## src/rtl/pipe_ctrl_pkg.sv

```systemverilog
// rtl/pipe_ctrl_pkg.sv - state encoding and parameter defaults for the pipeline stall controller
package pipe_ctrl_pkg;

  typedef enum logic [1:0] {
    ST_IDLE     = 2'd0,
    ST_RUN      = 2'd1,
    ST_MEM_WAIT = 2'd2
  } state_e;

  localparam int CNT_W_DEF       = 32;
  localparam int MEM_TIMEOUT_DEF = 64;

endpackage

```

## src/rtl/sat_counter.sv

```systemverilog
// rtl/sat_counter.sv - up counter with synchronous clear that holds at MAX instead of wrapping
module sat_counter #(
  parameter int               WIDTH = 8,
  parameter logic [WIDTH-1:0] MAX   = {WIDTH{1'b1}}
) (
  input  logic             clk_i,
  input  logic             rst_i,
  input  logic             clr_i,
  input  logic             inc_i,
  output logic [WIDTH-1:0] count_o
);

  logic [WIDTH-1:0] count_q, count_d;

  always_comb begin
    count_d = count_q;
    if (clr_i) begin
      count_d = '0;
    end else if (inc_i && (count_q != MAX)) begin
      count_d = count_q + 1'b1;
    end
  end

  always_ff @(posedge clk_i or negedge rst_i) begin
    if (!rst_i) begin
      count_q <= '0;
    end else begin
      count_q <= count_d;
    end
  end

  assign count_o = count_q;

endmodule

```

## src/rtl/pipeline_stall_ctrl.sv

```systemverilog
// rtl/pipeline_stall_ctrl.sv - per-stage write-enable/bubble decode for a 5-stage pipe with memory freeze
module pipeline_stall_ctrl
  import pipe_ctrl_pkg::*;
#(
  parameter int CNT_W       = CNT_W_DEF,
  parameter int MEM_TIMEOUT = MEM_TIMEOUT_DEF
) (
  input  logic             clk_i,
  input  logic             rst_i,
  input  logic             start_i,
  input  logic             hazard_stall_i,
  input  logic             branch_flush_i,
  input  logic             mem_req_i,
  input  logic             mem_ack_i,
  output logic             pc_write_o,
  output logic             if_id_write_o,
  output logic             if_id_flush_o,
  output logic             id_ex_bubble_o,
  output logic             ex_mem_write_o,
  output logic             mem_wb_bubble_o,
  output logic [CNT_W-1:0] stall_cycles_o,
  output logic [CNT_W-1:0] flush_count_o,
  output logic             mem_err_o
);

  localparam int WAIT_W = $clog2(MEM_TIMEOUT + 1);

  state_e            state_q, state_d;
  logic              err_q;
  logic              err_set;
  logic              release_pipe;
  logic [WAIT_W-1:0] wait_cnt;

  always_comb begin
    state_d         = state_q;
    err_set         = 1'b0;
    release_pipe    = 1'b0;
    pc_write_o      = 1'b0;
    if_id_write_o   = 1'b0;
    if_id_flush_o   = 1'b0;
    id_ex_bubble_o  = 1'b0;
    ex_mem_write_o  = 1'b0;
    mem_wb_bubble_o = 1'b0;

    case (state_q)
      ST_IDLE: begin
        if (start_i) state_d = ST_RUN;
      end
      ST_RUN: begin
        if (mem_req_i && !mem_ack_i) begin
          mem_wb_bubble_o = 1'b1;
          state_d         = ST_MEM_WAIT;
        end else begin
          release_pipe = 1'b1;
        end
      end
      ST_MEM_WAIT: begin
        if (mem_ack_i) begin
          release_pipe = 1'b1;
          state_d      = ST_RUN;
        end else if (!mem_req_i) begin
          // Requester abandoned the access: flag it and let the pipe move on.
          err_set      = 1'b1;
          release_pipe = 1'b1;
          state_d      = ST_RUN;
        end else begin
          mem_wb_bubble_o = 1'b1;
          if (wait_cnt == WAIT_W'(MEM_TIMEOUT)) err_set = 1'b1;
        end
      end
      default: state_d = ST_IDLE;
    endcase

    // A load-use stall outranks the branch flush because the branch operand is not yet valid.
    if (release_pipe) begin
      ex_mem_write_o = 1'b1;
      if (hazard_stall_i) begin
        id_ex_bubble_o = 1'b1;
      end else begin
        pc_write_o    = 1'b1;
        if_id_write_o = 1'b1;
        if_id_flush_o = branch_flush_i;
      end
    end
  end

  always_ff @(posedge clk_i or negedge rst_i) begin
    if (!rst_i) begin
      state_q <= ST_IDLE;
      err_q   <= 1'b0;
    end else begin
      state_q <= state_d;
      err_q   <= err_q | err_set;
    end
  end

  assign mem_err_o = err_q | err_set;

  sat_counter #(.WIDTH(CNT_W)) u_stall_cnt (
    .clk_i   (clk_i),
    .rst_i   (rst_i),
    .clr_i   (1'b0),
    .inc_i   (((state_q == ST_RUN) || (state_q == ST_MEM_WAIT)) && !pc_write_o),
    .count_o (stall_cycles_o)
  );

  sat_counter #(.WIDTH(CNT_W)) u_flush_cnt (
    .clk_i   (clk_i),
    .rst_i   (rst_i),
    .clr_i   (1'b0),
    .inc_i   (if_id_flush_o),
    .count_o (flush_count_o)
  );

  // Counts frozen cycles of the current access; the entry cycle in RUN already counts as one.
  sat_counter #(.WIDTH(WAIT_W), .MAX(WAIT_W'(MEM_TIMEOUT))) u_wait_cnt (
    .clk_i   (clk_i),
    .rst_i   (rst_i),
    .clr_i   (state_d != ST_MEM_WAIT),
    .inc_i   (state_d == ST_MEM_WAIT),
    .count_o (wait_cnt)
  );

endmodule
```

## config.mk

```make
export PLATFORM = sky130hd
export DESIGN_NAME = pipeline_stall_ctrl
export DESIGN_NICKNAME = d
export VERILOG_FILES = /design/src/rtl/pipe_ctrl_pkg.sv /design/src/rtl/sat_counter.sv /design/src/rtl/pipeline_stall_ctrl.sv
export SDC_FILE = /design/constraint.sdc
export NUM_CORES = 1
export LEC_CHECK = 0
export CORE_MARGIN = 8
export CORE_UTILIZATION = 43
export DETAILED_ROUTE_END_ITERATION = 8
export GPL_TIMING_DRIVEN = 0
export PLACE_DENSITY = 0.78
export SYNTH_ARGS = -nofsm -noshare
export SYNTH_HDL_FRONTEND = slang
export SYNTH_SLANG_ARGS = --single-unit
```

## constraint.sdc

```tcl
create_clock -name clk_i -period 2 [get_ports clk_i]
set_input_delay 0.4 -clock clk_i [delete_from_list [all_inputs] [get_ports clk_i]]
set_output_delay 0.4 -clock clk_i [all_outputs]
set_load 0.005 [all_outputs]
```

==> run_summary.xml, run 1 <==
<?xml version="1.0" encoding="UTF-8"?>
<metrics>
  <group name="synth">
    <metric name="synth_seq_cells" unit="">74</metric>
    <metric name="synth.avg_cell_area" unit="um2">10.5</metric>
    <metric name="postSynth.asyncResetShare" unit="">1.00</metric>
    <metric name="yosysWarningCount" unit="">0</metric>
    <metric name="netlist_area" unit="mm2">0.00381</metric>
    <metric name="number_of_distinct_library_cells_after_synthesis" unit="">52</metric>
    <metric name="number_of_flops_mapped_to_enable_cells_by_yosys" unit="">0</metric>
    <metric name="synth_ff_type" unit="">sky130_fd_sc_hd__dfrtp_1</metric>
    <metric name="synth_fp_nets" unit="">377</metric>
    <metric name="synth-seq-area-share" unit="">0.487</metric>
    <metric name="syn_inst" unit="">362</metric>
  </group>
  <group name="route">
    <metric name="remaining_drc_errors" unit="">0</metric>
    <metric name="first_iter_violations" unit="">120</metric>
    <metric name="drt-pass1-iter-count" unit="">6</metric>
    <metric name="routed_wire_length_per_instance" unit="um">16.5</metric>
    <metric name="post_dr_vias_cell" unit="">5.35</metric>
    <metric name="num_vias" unit="">3209</metric>
    <metric name="detail_route.wirelength" unit="um">9910</metric>
    <metric name="detail-route-antenna-nets" unit="">0</metric>
  </group>
  <group name="global_routing">
    <metric name="grt_start_max_net_pins" unit="">73</metric>
    <metric name="number_of_global_route_vias_before_repair" unit="">3263</metric>
    <metric name="antenna_found_initial" unit="">0</metric>
    <metric name="grt_util_all_layers" unit="">0.164</metric>
    <metric name="first_pass_grt_wire_length" unit="um">15700</metric>
    <metric name="grt_overflow" unit="">0</metric>
  </group>
  <group name="worst_setup_path">
    <metric name="r2r_cells" unit="">8</metric>
    <metric name="timing.critical_path.slowest_cell_delay" unit="ps">400</metric>
    <metric name="worst_ep_required_time" unit="ps">1600</metric>
    <metric name="timing.critical_path.slowest_stage_cell" unit="">sky130_fd_sc_hd__dfrtp_1</metric>
    <metric name="cp_data_arrival_time" unit="ps">1620</metric>
    <metric name="path_max_fanout" unit="">3</metric>
    <metric name="category_of_the_most_critical_setup_path" unit="">reg -&gt; out</metric>
    <metric name="crit_path_start_kind" unit="">register</metric>
    <metric name="rrSetupSlack" unit="ps">10</metric>
    <metric name="crit_path_end_kind" unit="">primary output</metric>
    <metric name="critical_path.cell_chain" unit="">inv_2 &gt; ha_4 &gt; o21a_1 &gt; nand4_4 &gt; inv_4 &gt; buf_6</metric>
  </group>
  <group name="timing">
    <metric name="worst_margin_slew" unit="ps">504</metric>
    <metric name="rsz0062_at_grt" unit="">yes</metric>
    <metric name="slew_headroom" unit="">0.661</metric>
    <metric name="max_freq" unit="GHz">0.495</metric>
    <metric name="setup_ws" unit="ps">-19.8</metric>
    <metric name="worst_clock_skew" unit="ps">16.1</metric>
    <metric name="finalCriticalPeriod" unit="ps">2020</metric>
    <metric name="final_hold_viol_count" unit="">0</metric>
    <metric name="period_utilisation_layout" unit="">1.01</metric>
    <metric name="setup_viol" unit="">2</metric>
    <metric name="drv_slew" unit="">0</metric>
  </group>
  <group name="placed_design">
    <metric name="dp_cells" unit="">548</metric>
    <metric name="gpl.final_weighted_congestion" unit="">0.825</metric>
    <metric name="detailedPlacementHpwl" unit="um">6420</metric>
    <metric name="portBuffers" unit="">77</metric>
  </group>
  <group name="pwr">
    <metric name="ir_drop" unit="V">0.000605</metric>
    <metric name="seq_power_share" unit="">0.391</metric>
    <metric name="power-per-cell-area" unit="mW/mm2">803</metric>
    <metric name="internal-power" unit="uW">3010</metric>
    <metric name="leakage_power_summed_over_all_cells" unit="uW">0.00242</metric>
    <metric name="combinational_share_of_power" unit="">0.368</metric>
    <metric name="p_clk_frac" unit="">0.241</metric>
    <metric name="power_dissipated_by_switching_net_loads" unit="uW">1470</metric>
    <metric name="power.switching_fraction" unit="">0.328</metric>
  </group>
  <group name="finish">
    <metric name="final_layout_size_suffix_gt1_frac" unit="">0.260</metric>
    <metric name="finalNetCount" unit="">503</metric>
    <metric name="layout.core_utilization" unit="">0.645</metric>
    <metric name="area.growth.synth_to_final" unit="%">46.4</metric>
    <metric name="filler_cell_count" unit="">661</metric>
    <metric name="num_antenna_cells" unit="">0</metric>
    <metric name="finish.cell_count_without_fillers" unit="">600</metric>
  </group>
  <group name="floorplanning">
    <metric name="vert_die_dim" unit="um">110</metric>
    <metric name="initial_core_util" unit="">0.441</metric>
    <metric name="floorplan.core_area" unit="mm2">0.00864</metric>
    <metric name="design.portCount" unit="">78</metric>
    <metric name="die-area" unit="mm2">0.0121</metric>
    <metric name="rows" unit="">34</metric>
    <metric name="die_width" unit="um">110</metric>
  </group>
  <group name="clock_network">
    <metric name="cts.sinks" unit="">74</metric>
    <metric name="clockBufferDepth" unit="">2</metric>
    <metric name="tritoncts" unit="">done</metric>
    <metric name="ctsHtreeMaxLevel" unit="">3</metric>
    <metric name="cts-buffers-inserted" unit="">9</metric>
    <metric name="clk-insertion-delay-late" unit="ps">360</metric>
    <metric name="cts-root-buf" unit="">sky130_fd_sc_hd__clkbuf_8</metric>
    <metric name="cts.reportedPaths.clkPinSlew" unit="ps">80</metric>
  </group>
  <group name="run_status">
    <metric name="status" unit="">finished with violations</metric>
    <metric name="failing_checks" unit="">setup timing</metric>
  </group>
  <group name="hold_path">
    <metric name="min_path_type" unit="">in -&gt; async</metric>
  </group>
  <group name="job">
    <metric name="max_cap_viol_count" unit="">0</metric>
  </group>
</metrics>
[sequential cells by signal (all words and copies together) (netlist names)]
name and cells:
u_stall_cnt.count_o 32, err_q 1, u_flush_cnt.count_o 32, state_q 2, u_wait_cnt.count_o 7
[area by class of cell]
type	instances	area, um2	share of cell area
plain buffers	7	78.8	0.0141
clock buffers	11	151	0.0272
clock inverters	4	26.3	0.00471
inverters	11	43.8	0.00786
multi-input cells	270	2190	0.393
flip-flops and latches	74	1860	0.334
well taps	108	135	0.0242
repair buffers	115	1090	0.195
[kinds of logic after synthesis]
group | synth area share
flops | 0.487
mux | 0.0158
buf+inv | 0.0237
fa+ha+maj | 0.0263
simple gates | 0.269
compound gates | 0.0365
xor+xnor | 0.143
[worst paths after layout]
kind	start	endpoint
max	state_q[1]	if_id_flush_o
min	rst_i	u_stall_cnt.count_o[13]
max reg2reg	state_q[1]	u_flush_cnt.count_o[1]
min reg2reg	err_q	err_q
max in group asynchronous	rst_i	u_flush_cnt.count_o[19]
min in group clk_i	err_q	err_q
[synth_stat cells (2+ instances only)]
cell | count | area share
sky130_fd_sc_hd__nand3_1 | 33 | 0.043
sky130_fd_sc_hd__ha_1 | 8 | 0.026
sky130_fd_sc_hd__and4_1 | 6 | 0.014
sky130_fd_sc_hd__nor2_1 | 29 | 0.029
sky130_fd_sc_hd__nor4_2 | 3 | 0.0099
sky130_fd_sc_hd__nor2b_1 | 2 | 0.0033
sky130_fd_sc_hd__o21a_1 | 2 | 0.0039
sky130_fd_sc_hd__buf_2 | 3 | 0.0039
sky130_fd_sc_hd__nor4_1 | 10 | 0.016
sky130_fd_sc_hd__nand2b_1 | 4 | 0.0066
sky130_fd_sc_hd__and3_1 | 11 | 0.018
sky130_fd_sc_hd__nand2_1 | 29 | 0.029
sky130_fd_sc_hd__xor2_1 | 29 | 0.067
sky130_fd_sc_hd__nor4b_1 | 2 | 0.0046
sky130_fd_sc_hd__nand4_2 | 2 | 0.0066
sky130_fd_sc_hd__dfrtp_1 | 74 | 0.49
sky130_fd_sc_hd__buf_6 | 2 | 0.0059
sky130_fd_sc_hd__inv_1 | 10 | 0.0099
sky130_fd_sc_hd__o21ai_0 | 4 | 0.0053
sky130_fd_sc_hd__nor4_4 | 2 | 0.011
sky130_fd_sc_hd__a21oi_1 | 4 | 0.0053
sky130_fd_sc_hd__nor3_1 | 13 | 0.017
sky130_fd_sc_hd__xnor2_1 | 33 | 0.076
sky130_fd_sc_hd__nand4_1 | 15 | 0.025
sky130_fd_sc_hd__mux2_2 | 3 | 0.0089
sky130_fd_sc_hd__nor3_2 | 2 | 0.0053
sky130_fd_sc_hd__and2_1 | 2 | 0.0033
[stage by stage]
| stage | worst slack [ps] | hold slack, ps | area [um2] | TNS (ps) | total power (uW) |
|---|---|---|---|---|---|
| floorplan | 24.0 | 104 | 3810 | 0 | 2400 |
| global placement | -1980 | 442 | 4710 | -164440 | 2870 |
| detailed placement | -581 | 205 | 4740 | -20990 | 2910 |
| CTS | -30.1 | 356 | 5280 | -143 | 4370 |
| global route | -91.9 | 366 | 5570 | -737 | 4730 |
| finish | -19.8 | 382 | 5570 | -27.0 | 4480 |
[power by group through the flow]
stage          combinational (uW)  clock [uW]  sequential [uW]
6_report                     1650        1080             1750
2_1_floorplan                 623           0             1780
4_1_cts                      1510        1110             1750
3_5_place_dp                 1110           0             1800
5_1_grt                      1800        1160             1770
3_3_place_gp                 1080           0             1790
[worst max-delay path: cells and delay by family, from the launching register on]
kind	cells	cell delay (ps)
simple gates	1	130
compound gates	1	170
flops	1	400
fa+ha+maj	1	290
buf+inv	3	290
[placed cells by master (no fill, tap or decap), types with 3 or more instances in the layout]
cell type / count
sky130_fd_sc_hd__buf_4: 32
sky130_fd_sc_hd__nand4_1: 15
sky130_fd_sc_hd__nand2_1: 29
sky130_fd_sc_hd__dfrtp_2: 9
sky130_fd_sc_hd__nor2_1: 24
sky130_fd_sc_hd__clkdlybuf4s50_1: 69
sky130_fd_sc_hd__nor3_2: 5
sky130_fd_sc_hd__nand3_1: 28
sky130_fd_sc_hd__dfrtp_1: 65
sky130_fd_sc_hd__nor2_4: 4
sky130_fd_sc_hd__nand2b_1: 4
sky130_fd_sc_hd__xnor2_1: 33
sky130_fd_sc_hd__nor4_4: 9
sky130_fd_sc_hd__ha_1: 4
sky130_fd_sc_hd__inv_1: 8
sky130_fd_sc_hd__nor4_1: 5
sky130_fd_sc_hd__clkbuf_8: 12
sky130_fd_sc_hd__buf_6: 10
sky130_fd_sc_hd__nor3_4: 3
sky130_fd_sc_hd__o21ai_0: 3
sky130_fd_sc_hd__and4_1: 5
sky130_fd_sc_hd__xor2_1: 29
sky130_fd_sc_hd__nand3_2: 4
sky130_fd_sc_hd__nand4_4: 3
sky130_fd_sc_hd__mux2_4: 3
sky130_fd_sc_hd__ha_4: 3
sky130_fd_sc_hd__buf_2: 4
sky130_fd_sc_hd__nor3_1: 7
sky130_fd_sc_hd__a21oi_1: 4
sky130_fd_sc_hd__and3_1: 11
[per-layer routing]
metal | track usage | up-vias | routed length, um
li1 | - | 1527 | -
met1 | 0.191 | 1585 | 4040
met2 | 0.277 | 84 | 5130
met3 | 0.0407 | 13 | 589
met4 | 0.0781 | 0 | 152
met5 | 0 | - | 0
[what timing repair did]
action                                 4_1_cts  5_1_grt
hold buffers                                 1        0
gates resized for setup                     66       44
setup buffers                               18       18
cloned                                       1        0
setup endpoints to repair                   54       55
endpoints found under the hold margin        2        0
pin swaps                                   19       13
Power figures use the tool's default switching activity.
==> run 2: changes to the inputs <==
--- a/config.mk
+++ b/config.mk
@@ -6,10 +6,11 @@
 export NUM_CORES = 1
 export LEC_CHECK = 0
 export CORE_MARGIN = 8
-export CORE_UTILIZATION = 43
+export CORE_UTILIZATION = 47
 export DETAILED_ROUTE_END_ITERATION = 8
 export GPL_TIMING_DRIVEN = 0
-export PLACE_DENSITY = 0.78
+export PLACE_DENSITY = 0.83
+export SLEW_MARGIN = 0
 export SYNTH_ARGS = -nofsm -noshare
 export SYNTH_HDL_FRONTEND = slang
 export SYNTH_SLANG_ARGS = --single-unit
==> run_summary.xml, run 2 (synthesis gave the netlist of run 1 again) <==
<?xml version="1.0" encoding="UTF-8"?>
<metrics>
  <group name="run_status">
    <metric name="status" unit="">finished with violations</metric>
    <metric name="failing_checks" unit="">setup timing</metric>
  </group>
  <group name="global_routing">
    <metric name="use_met2" unit="">0.286</metric>
    <metric name="grt_overflow" unit="">0</metric>
    <metric name="number_of_global_route_vias_before_repair" unit="">3225</metric>
    <metric name="grt_util_all_layers" unit="">0.172</metric>
    <metric name="grt_start_max_net_pins" unit="">73</metric>
    <metric name="grt.met3_usage" unit="">0.0393</metric>
    <metric name="met1_track_utilization_from_global_routing" unit="">0.210</metric>
    <metric name="first_pass_grt_wire_length" unit="um">15900</metric>
    <metric name="antenna_found_initial" unit="">0</metric>
    <metric name="grt_busiest_layer" unit="">met2</metric>
  </group>
  <group name="clock_network">
    <metric name="cts.reportedPaths.clkPinSlew" unit="ps">80</metric>
    <metric name="clockBufferDepth" unit="">2</metric>
    <metric name="cts.sinks" unit="">74</metric>
    <metric name="ctsHtreeMaxLevel" unit="">3</metric>
    <metric name="cts-root-buf" unit="">sky130_fd_sc_hd__clkbuf_8</metric>
    <metric name="tritoncts" unit="">done</metric>
    <metric name="clk-insertion-delay-late" unit="ps">360</metric>
    <metric name="cts-buffers-inserted" unit="">9</metric>
  </group>
  <group name="timing">
    <metric name="setup_viol" unit="">16</metric>
    <metric name="period_utilisation_layout" unit="">1.04</metric>
    <metric name="worst_clock_skew" unit="ps">15.8</metric>
    <metric name="final_hold_viol_count" unit="">0</metric>
    <metric name="max_freq" unit="GHz">0.479</metric>
    <metric name="slew_headroom" unit="">0.654</metric>
    <metric name="drv_slew" unit="">0</metric>
    <metric name="rsz0062_at_grt" unit="">yes</metric>
    <metric name="holdWs" unit="ps">370</metric>
    <metric name="setup_ws" unit="ps">-88.3</metric>
    <metric name="finalCriticalPeriod" unit="ps">2090</metric>
    <metric name="worst_margin_slew" unit="ps">515</metric>
  </group>
  <group name="worst_setup_path">
    <metric name="timing.critical_path.slowest_cell_delay" unit="ps">400</metric>
    <metric name="category_of_the_most_critical_setup_path" unit="">reg -&gt; out</metric>
    <metric name="critical_path.cell_chain" unit="">nor4_2 &gt; nand3_1 &gt; nand2_1 &gt; a31o_2 &gt; clkdlybuf4s15_1</metric>
    <metric name="worst_ep_required_time" unit="ps">1600</metric>
    <metric name="cp_data_arrival_time" unit="ps">1690</metric>
    <metric name="crit_path_start_kind" unit="">register</metric>
    <metric name="timing.critical_path.slowest_stage_cell" unit="">sky130_fd_sc_hd__dfrtp_1</metric>
    <metric name="critical_path.top_delay_family" unit="">simple AND/OR/NAND/NOR gates</metric>
    <metric name="crit_path_end_kind" unit="">primary output</metric>
    <metric name="path_max_fanout" unit="">2</metric>
    <metric name="crit_buf_inv" unit="">1</metric>
  </group>
  <group name="placed_design">
    <metric name="gpl.final_weighted_congestion" unit="">0.865</metric>
    <metric name="post_dp_cell_area" unit="mm2">0.00473</metric>
    <metric name="place_ws" unit="ps">-567</metric>
    <metric name="portBuffers" unit="">77</metric>
    <metric name="dp_cells" unit="">545</metric>
    <metric name="detailedPlacementHpwl" unit="um">6400</metric>
  </group>
  <group name="floorplanning">
    <metric name="die_width" unit="um">106</metric>
    <metric name="vert_die_dim" unit="um">106</metric>
    <metric name="rows" unit="">33</metric>
    <metric name="floorplan.core_area" unit="mm2">0.00805</metric>
    <metric name="initial_core_util" unit="">0.473</metric>
    <metric name="die-area" unit="mm2">0.0112</metric>
    <metric name="design.portCount" unit="">78</metric>
  </group>
  <group name="pwr">
    <metric name="power-per-cell-area" unit="mW/mm2">839</metric>
    <metric name="p_clk_frac" unit="">0.261</metric>
    <metric name="leakage_power_summed_over_all_cells" unit="uW">0.00241</metric>
    <metric name="internal-power" unit="uW">3140</metric>
    <metric name="power.switching_fraction" unit="">0.330</metric>
    <metric name="power_dissipated_by_switching_net_loads" unit="uW">1540</metric>
    <metric name="combinational_share_of_power" unit="">0.362</metric>
    <metric name="ir_drop" unit="V">0.000573</metric>
    <metric name="seq_power_share" unit="">0.377</metric>
  </group>
  <group name="route">
    <metric name="post_dr_vias_cell" unit="">5.59</metric>
    <metric name="drt-pass1-iter-count" unit="">5</metric>
    <metric name="num_vias" unit="">3355</metric>
    <metric name="detail_route.wirelength" unit="um">11000</metric>
    <metric name="first_iter_violations" unit="">215</metric>
    <metric name="routed_wire_length_per_instance" unit="um">18.3</metric>
    <metric name="remaining_drc_errors" unit="">0</metric>
    <metric name="detail-route-antenna-nets" unit="">0</metric>
  </group>
  <group name="finish">
    <metric name="final_layout_size_suffix_gt1_frac" unit="">0.263</metric>
    <metric name="layout_common_cells" unit="">sky130_fd_sc_hd__clkdlybuf4s50_1, sky130_fd_sc_hd__dfrtp_1, sky130_fd_sc_hd__buf_4</metric>
    <metric name="num_antenna_cells" unit="">0</metric>
    <metric name="finish.cell_count_without_fillers" unit="">600</metric>
    <metric name="filler_cell_count" unit="">569</metric>
    <metric name="area.growth.synth_to_final" unit="%">46.5</metric>
    <metric name="final_common_cell" unit="">sky130_fd_sc_hd__clkdlybuf4s50_1</metric>
    <metric name="postLayoutCellArea" unit="mm2">0.00558</metric>
    <metric name="finalNetCount" unit="">506</metric>
  </group>
  <group name="job">
    <metric name="max_cap_viol_count" unit="">0</metric>
  </group>
  <group name="hold_path">
    <metric name="min_path_type" unit="">in -&gt; async</metric>
  </group>
</metrics>
## run 2: changes by cell type in the layout (fill, tap and decap cells not counted), sizes merged
cell	delta
inv	-1
clkbuf	-1
bufinv	+1
dlygate4sd2	+2
buf	+1
clkdlybuf4s15	+1
## run 2: power by group through the flow
stage / clock network, uW / logic, uW / registers (uW)
6_report: 1220 / 1700 / 1760
5_1_grt: 1290 / 1820 / 1780
4_1_cts: 1210 / 1410 / 1750
3_5_place_dp: 0 / 1110 / 1810
3_3_place_gp: 0 / 1070 / 1790
2_1_floorplan: 0 / 623 / 1780
## run 2: repair_timing
| item | CTS | global route |
|---|---|---|
| setup endpoints to repair | 61 | 68 |
| buffers inserted | 19 | 18 |
| endpoints found under the hold margin | 2 | 0 |
| hold buffers | 1 | 0 |
| gates resized for setup | 42 | 54 |
| pin swaps | 11 | 18 |
| cloned | 0 | 2 |
## run 2: metal layers
layer  share of wire  routed length, um
met5               0                  0
met4           0.031                337
met3           0.061                665
met2            0.51               5580
met1            0.40               4400
## run 2: layout make-up
| cell class | instances | area [um2] | share of cell area |
|---|---|---|---|
| clock inverters | 4 | 51.3 | 0.00920 |
| multi-input cells | 270 | 2160 | 0.388 |
| flip-flops and latches | 74 | 1870 | 0.334 |
| clock buffers | 11 | 151 | 0.0271 |
| well taps | 105 | 131 | 0.0236 |
| repair buffers | 118 | 1100 | 0.197 |
| inverters | 11 | 43.8 | 0.00785 |
| plain buffers | 7 | 72.6 | 0.0130 |
## run 2: stage by stage
stage                util  setup TNS (ps)  power [uW]
detailed placement  0.588          -20650        2920
floorplan               -               0        2400
global route        0.693           -2860        4890
CTS                 0.650            -168        4370
global placement    0.585         -161790        2860
finish              0.693            -544        4680
## run 2: final timing paths
check / start / endpoint / slack [ps] / depth (start not counted)
hold / removal: rst_i / u_stall_cnt.count_o[11] / 370 / 2
min in group clk_i: err_q / err_q / 460 / 1
setup reg to reg: u_flush_cnt.count_o[5] / u_flush_cnt.count_o[23] / -70 / 5
max in group asynchronous: rst_i / u_flush_cnt.count_o[19] / 1060 / 3
setup / recovery: u_wait_cnt.count_o[4] / mem_err_o / -90 / 5
hold reg to reg: err_q / err_q / 460 / 1
==> run 3: changes to the inputs <==
--- a/config.mk
+++ b/config.mk
@@ -5,11 +5,12 @@
 export SDC_FILE = /design/constraint.sdc
 export NUM_CORES = 1
 export LEC_CHECK = 0
+export ABC_AREA = 1
 export CORE_MARGIN = 8
-export CORE_UTILIZATION = 47
+export CORE_UTILIZATION = 50
 export DETAILED_ROUTE_END_ITERATION = 8
 export GPL_TIMING_DRIVEN = 0
-export PLACE_DENSITY = 0.83
+export PLACE_DENSITY = 0.84
 export SLEW_MARGIN = 0
 export SYNTH_ARGS = -nofsm -noshare
 export SYNTH_HDL_FRONTEND = slang
==> run_summary.xml, run 3 <==
<?xml version="1.0" encoding="UTF-8"?>
<metrics>
  <group name="timing">
    <metric name="period_utilisation_layout" unit="">1.04</metric>
    <metric name="setup_ws" unit="ps">-77.1</metric>
    <metric name="max_freq" unit="GHz">0.481</metric>
    <metric name="finalCriticalPeriod" unit="ps">2080</metric>
    <metric name="worst_margin_slew" unit="ps">511</metric>
    <metric name="rsz0062_at_grt" unit="">yes</metric>
    <metric name="slew_headroom" unit="">0.659</metric>
    <metric name="worst_clock_skew" unit="ps">6.90</metric>
    <metric name="drv_slew" unit="">0</metric>
    <metric name="holdWs" unit="ps">2.07</metric>
    <metric name="final_hold_viol_count" unit="">0</metric>
    <metric name="setup_viol" unit="">3</metric>
  </group>
  <group name="global_routing">
    <metric name="grt_overflow" unit="">0</metric>
    <metric name="antenna_found_initial" unit="">0</metric>
    <metric name="grt_start_max_net_pins" unit="">39</metric>
    <metric name="number_of_global_route_vias_before_repair" unit="">5078</metric>
    <metric name="first_pass_grt_wire_length" unit="um">23300</metric>
    <metric name="grt_util_all_layers" unit="">0.216</metric>
  </group>
  <group name="job">
    <metric name="max_cap_viol_count" unit="">0</metric>
  </group>
  <group name="clock_network">
    <metric name="cts.sinks" unit="">74</metric>
    <metric name="ctsHtreeMaxLevel" unit="">3</metric>
    <metric name="clk-insertion-delay-late" unit="ps">360</metric>
    <metric name="clockBufferDepth" unit="">2</metric>
    <metric name="cts-root-buf" unit="">sky130_fd_sc_hd__clkbuf_8</metric>
    <metric name="cts.reportedPaths.clkPinSlew" unit="ps">80</metric>
    <metric name="tritoncts" unit="">done</metric>
    <metric name="cts-buffers-inserted" unit="">9</metric>
  </group>
  <group name="hold_path">
    <metric name="min_path_type" unit="">in -&gt; async</metric>
  </group>
  <group name="synth">
    <metric name="synth.top_cell.area_share" unit="">0.370</metric>
    <metric name="top_post_synthesis_cells_by_area" unit="">sky130_fd_sc_hd__dfrtp_1, sky130_fd_sc_hd__nand2_1, sky130_fd_sc_hd__nor2_1</metric>
    <metric name="syn_inst" unit="">785</metric>
    <metric name="synth.avg_cell_area" unit="um2">6.38</metric>
    <metric name="postSynth.asyncResetShare" unit="">1.00</metric>
    <metric name="number_of_flops_mapped_to_enable_cells_by_yosys" unit="">0</metric>
    <metric name="yosysWarningCount" unit="">0</metric>
    <metric name="synth_seq_cells" unit="">74</metric>
    <metric name="synth_common_cells" unit="">sky130_fd_sc_hd__nand2_1, sky130_fd_sc_hd__nor2_1, sky130_fd_sc_hd__dfrtp_1, sky130_fd_sc_hd__inv_1, sky130_fd_sc_hd__nand3_1</metric>
    <metric name="synth_fp_nets" unit="">800</metric>
    <metric name="number_of_distinct_library_cells_after_synthesis" unit="">29</metric>
    <metric name="most_frequent_cell_after_synthesis" unit="">sky130_fd_sc_hd__nand2_1</metric>
    <metric name="post-synth-top-area-cell" unit="">sky130_fd_sc_hd__dfrtp_1</metric>
    <metric name="synth-seq-area-share" unit="">0.370</metric>
    <metric name="synth_ff_type" unit="">sky130_fd_sc_hd__dfrtp_1</metric>
    <metric name="netlist_area" unit="mm2">0.00501</metric>
  </group>
  <group name="worst_setup_path">
    <metric name="timing.critical_path.slowest_cell_delay" unit="ps">410</metric>
    <metric name="cp_data_arrival_time" unit="ps">1680</metric>
    <metric name="timing.critical_path.slowest_stage_cell" unit="">sky130_fd_sc_hd__dfrtp_1</metric>
    <metric name="worst_ep_required_time" unit="ps">1600</metric>
    <metric name="path_max_fanout" unit="">3</metric>
    <metric name="crit_path_start_kind" unit="">register</metric>
    <metric name="category_of_the_most_critical_setup_path" unit="">reg -&gt; out</metric>
    <metric name="critical_path.cell_chain" unit="">inv_2 &gt; ha_4 &gt; o211ai_1 &gt; buf_4 &gt; nor2_4 &gt; buf_2</metric>
    <metric name="crit_buf_inv" unit="">3</metric>
    <metric name="crit_path_end_kind" unit="">primary output</metric>
    <metric name="critical_path.top_delay_family" unit="">flip-flops</metric>
  </group>
  <group name="route">
    <metric name="routed_wire_length_per_instance" unit="um">13.6</metric>
    <metric name="remaining_drc_errors" unit="">0</metric>
    <metric name="num_vias" unit="">5251</metric>
    <metric name="post_dr_vias_cell" unit="">5.06</metric>
    <metric name="drt-pass1-iter-count" unit="">5</metric>
    <metric name="detail_route.wirelength" unit="um">14100</metric>
    <metric name="detail-route-antenna-nets" unit="">0</metric>
    <metric name="first_iter_violations" unit="">418</metric>
  </group>
  <group name="floorplanning">
    <metric name="die-area" unit="mm2">0.0135</metric>
    <metric name="die_width" unit="um">116</metric>
    <metric name="rows" unit="">36</metric>
    <metric name="floorplan.core_area" unit="mm2">0.00973</metric>
    <metric name="design.portCount" unit="">78</metric>
    <metric name="initial_core_util" unit="">0.515</metric>
    <metric name="vert_die_dim" unit="um">116</metric>
  </group>
  <group name="placed_design">
    <metric name="detailedPlacementHpwl" unit="um">9890</metric>
    <metric name="portBuffers" unit="">77</metric>
    <metric name="place_ws" unit="ps">-538</metric>
    <metric name="gpl.final_weighted_congestion" unit="">0.934</metric>
  </group>
  <group name="run_status">
    <metric name="status" unit="">finished with violations</metric>
    <metric name="failing_checks" unit="">setup timing</metric>
  </group>
  <group name="finish">
    <metric name="num_antenna_cells" unit="">0</metric>
    <metric name="layout_common_cells" unit="">sky130_fd_sc_hd__nand2_1, sky130_fd_sc_hd__nor2_1, sky130_fd_sc_hd__dfrtp_1</metric>
    <metric name="area.growth.synth_to_final" unit="%">27.6</metric>
    <metric name="final_layout_size_suffix_gt1_frac" unit="">0.109</metric>
    <metric name="final_common_cell" unit="">sky130_fd_sc_hd__nand2_1</metric>
    <metric name="finalNetCount" unit="">915</metric>
  </group>
  <group name="pwr">
    <metric name="leakage_power_summed_over_all_cells" unit="uW">0.00296</metric>
    <metric name="ir_drop" unit="V">0.000479</metric>
    <metric name="power-per-cell-area" unit="mW/mm2">722</metric>
  </group>
</metrics>
run 3: area by class of cell:
cell class / instances / area, um2
fill: 828 / 3340
multi-input combinational: 630 / 2860
sequential: 74 / 1860
timing repair buffer: 105 / 975
inverter: 68 / 258
tap: 133 / 166
clock buffer: 13 / 149
buffer: 12 / 116
clock inverter: 3 / 15.0
run 3: cells by family after synthesis:
| group | after synthesis | synth area share |
|---|---|---|
| fa+ha+maj | 8 | 0.0200 |
| flops | 74 | 0.370 |
| simple gates | 568 | 0.457 |
| xor+xnor | 30 | 0.0524 |
| compound gates | 24 | 0.0257 |
| buf+inv | 81 | 0.0749 |
run 3: where the power goes:
part / internal, uW / total (uW) / switching, uW
clock network: 480 / 1030 / 550
registers: 1600 / 1730 / 134
logic: 840 / 1860 / 1020
run 3: worst paths after layout:
| check | slack (ps) | cells after the start | start | endpoint |
|---|---|---|---|---|
| worst max-delay path | -80 | 6 | state_q[0] | if_id_flush_o |
| worst min-delay path | 2 | 1 | rst_i | u_stall_cnt.count_o[7] |
| worst max register to register | 70 | 12 | u_wait_cnt.count_o[1] | u_wait_cnt.count_o[1] |
| worst min register to register | 470 | 1 | err_q | err_q |
| max in group asynchronous | 1410 | 2 | rst_i | u_flush_cnt.count_o[28] |
| min in group clk_i | 470 | 1 | err_q | err_q |
run 3: what timing repair did:
action / in CTS / in global routing
resized for setup: 40 / 21
endpoints found under the setup margin: 7 / 67
setup buffers: 23 / 8
pin swaps: 8 / 6
hold buffers: 0 / 0
cloned: 0 / 0
run 3: routing by layer:
layer	track usage	up-vias	routed length, um
met1	0.268	2416	6250
met3	0.0434	45	823
li1	-	2617	-
met4	0.126	0	544
met5	0	-	0
met2	0.343	173	6490
run 3: metrics by stage:
stage | setup TNS (ps) | area (um2) | instances | power [uW] | util
2_1_floorplan | 0 | 5010 | 785 | 2700 | -
3_3_place_gp | -162660 | 5950 | 995 | 3230 | 0.611
3_5_place_dp | -9810 | 5960 | 996 | 3260 | 0.613
4_1_cts | -301 | 6320 | 1035 | 4490 | 0.650
5_1_grt | -897 | 6390 | 1038 | 4930 | 0.657
6_report | -124 | 6390 | 1038 | 4620 | 0.657
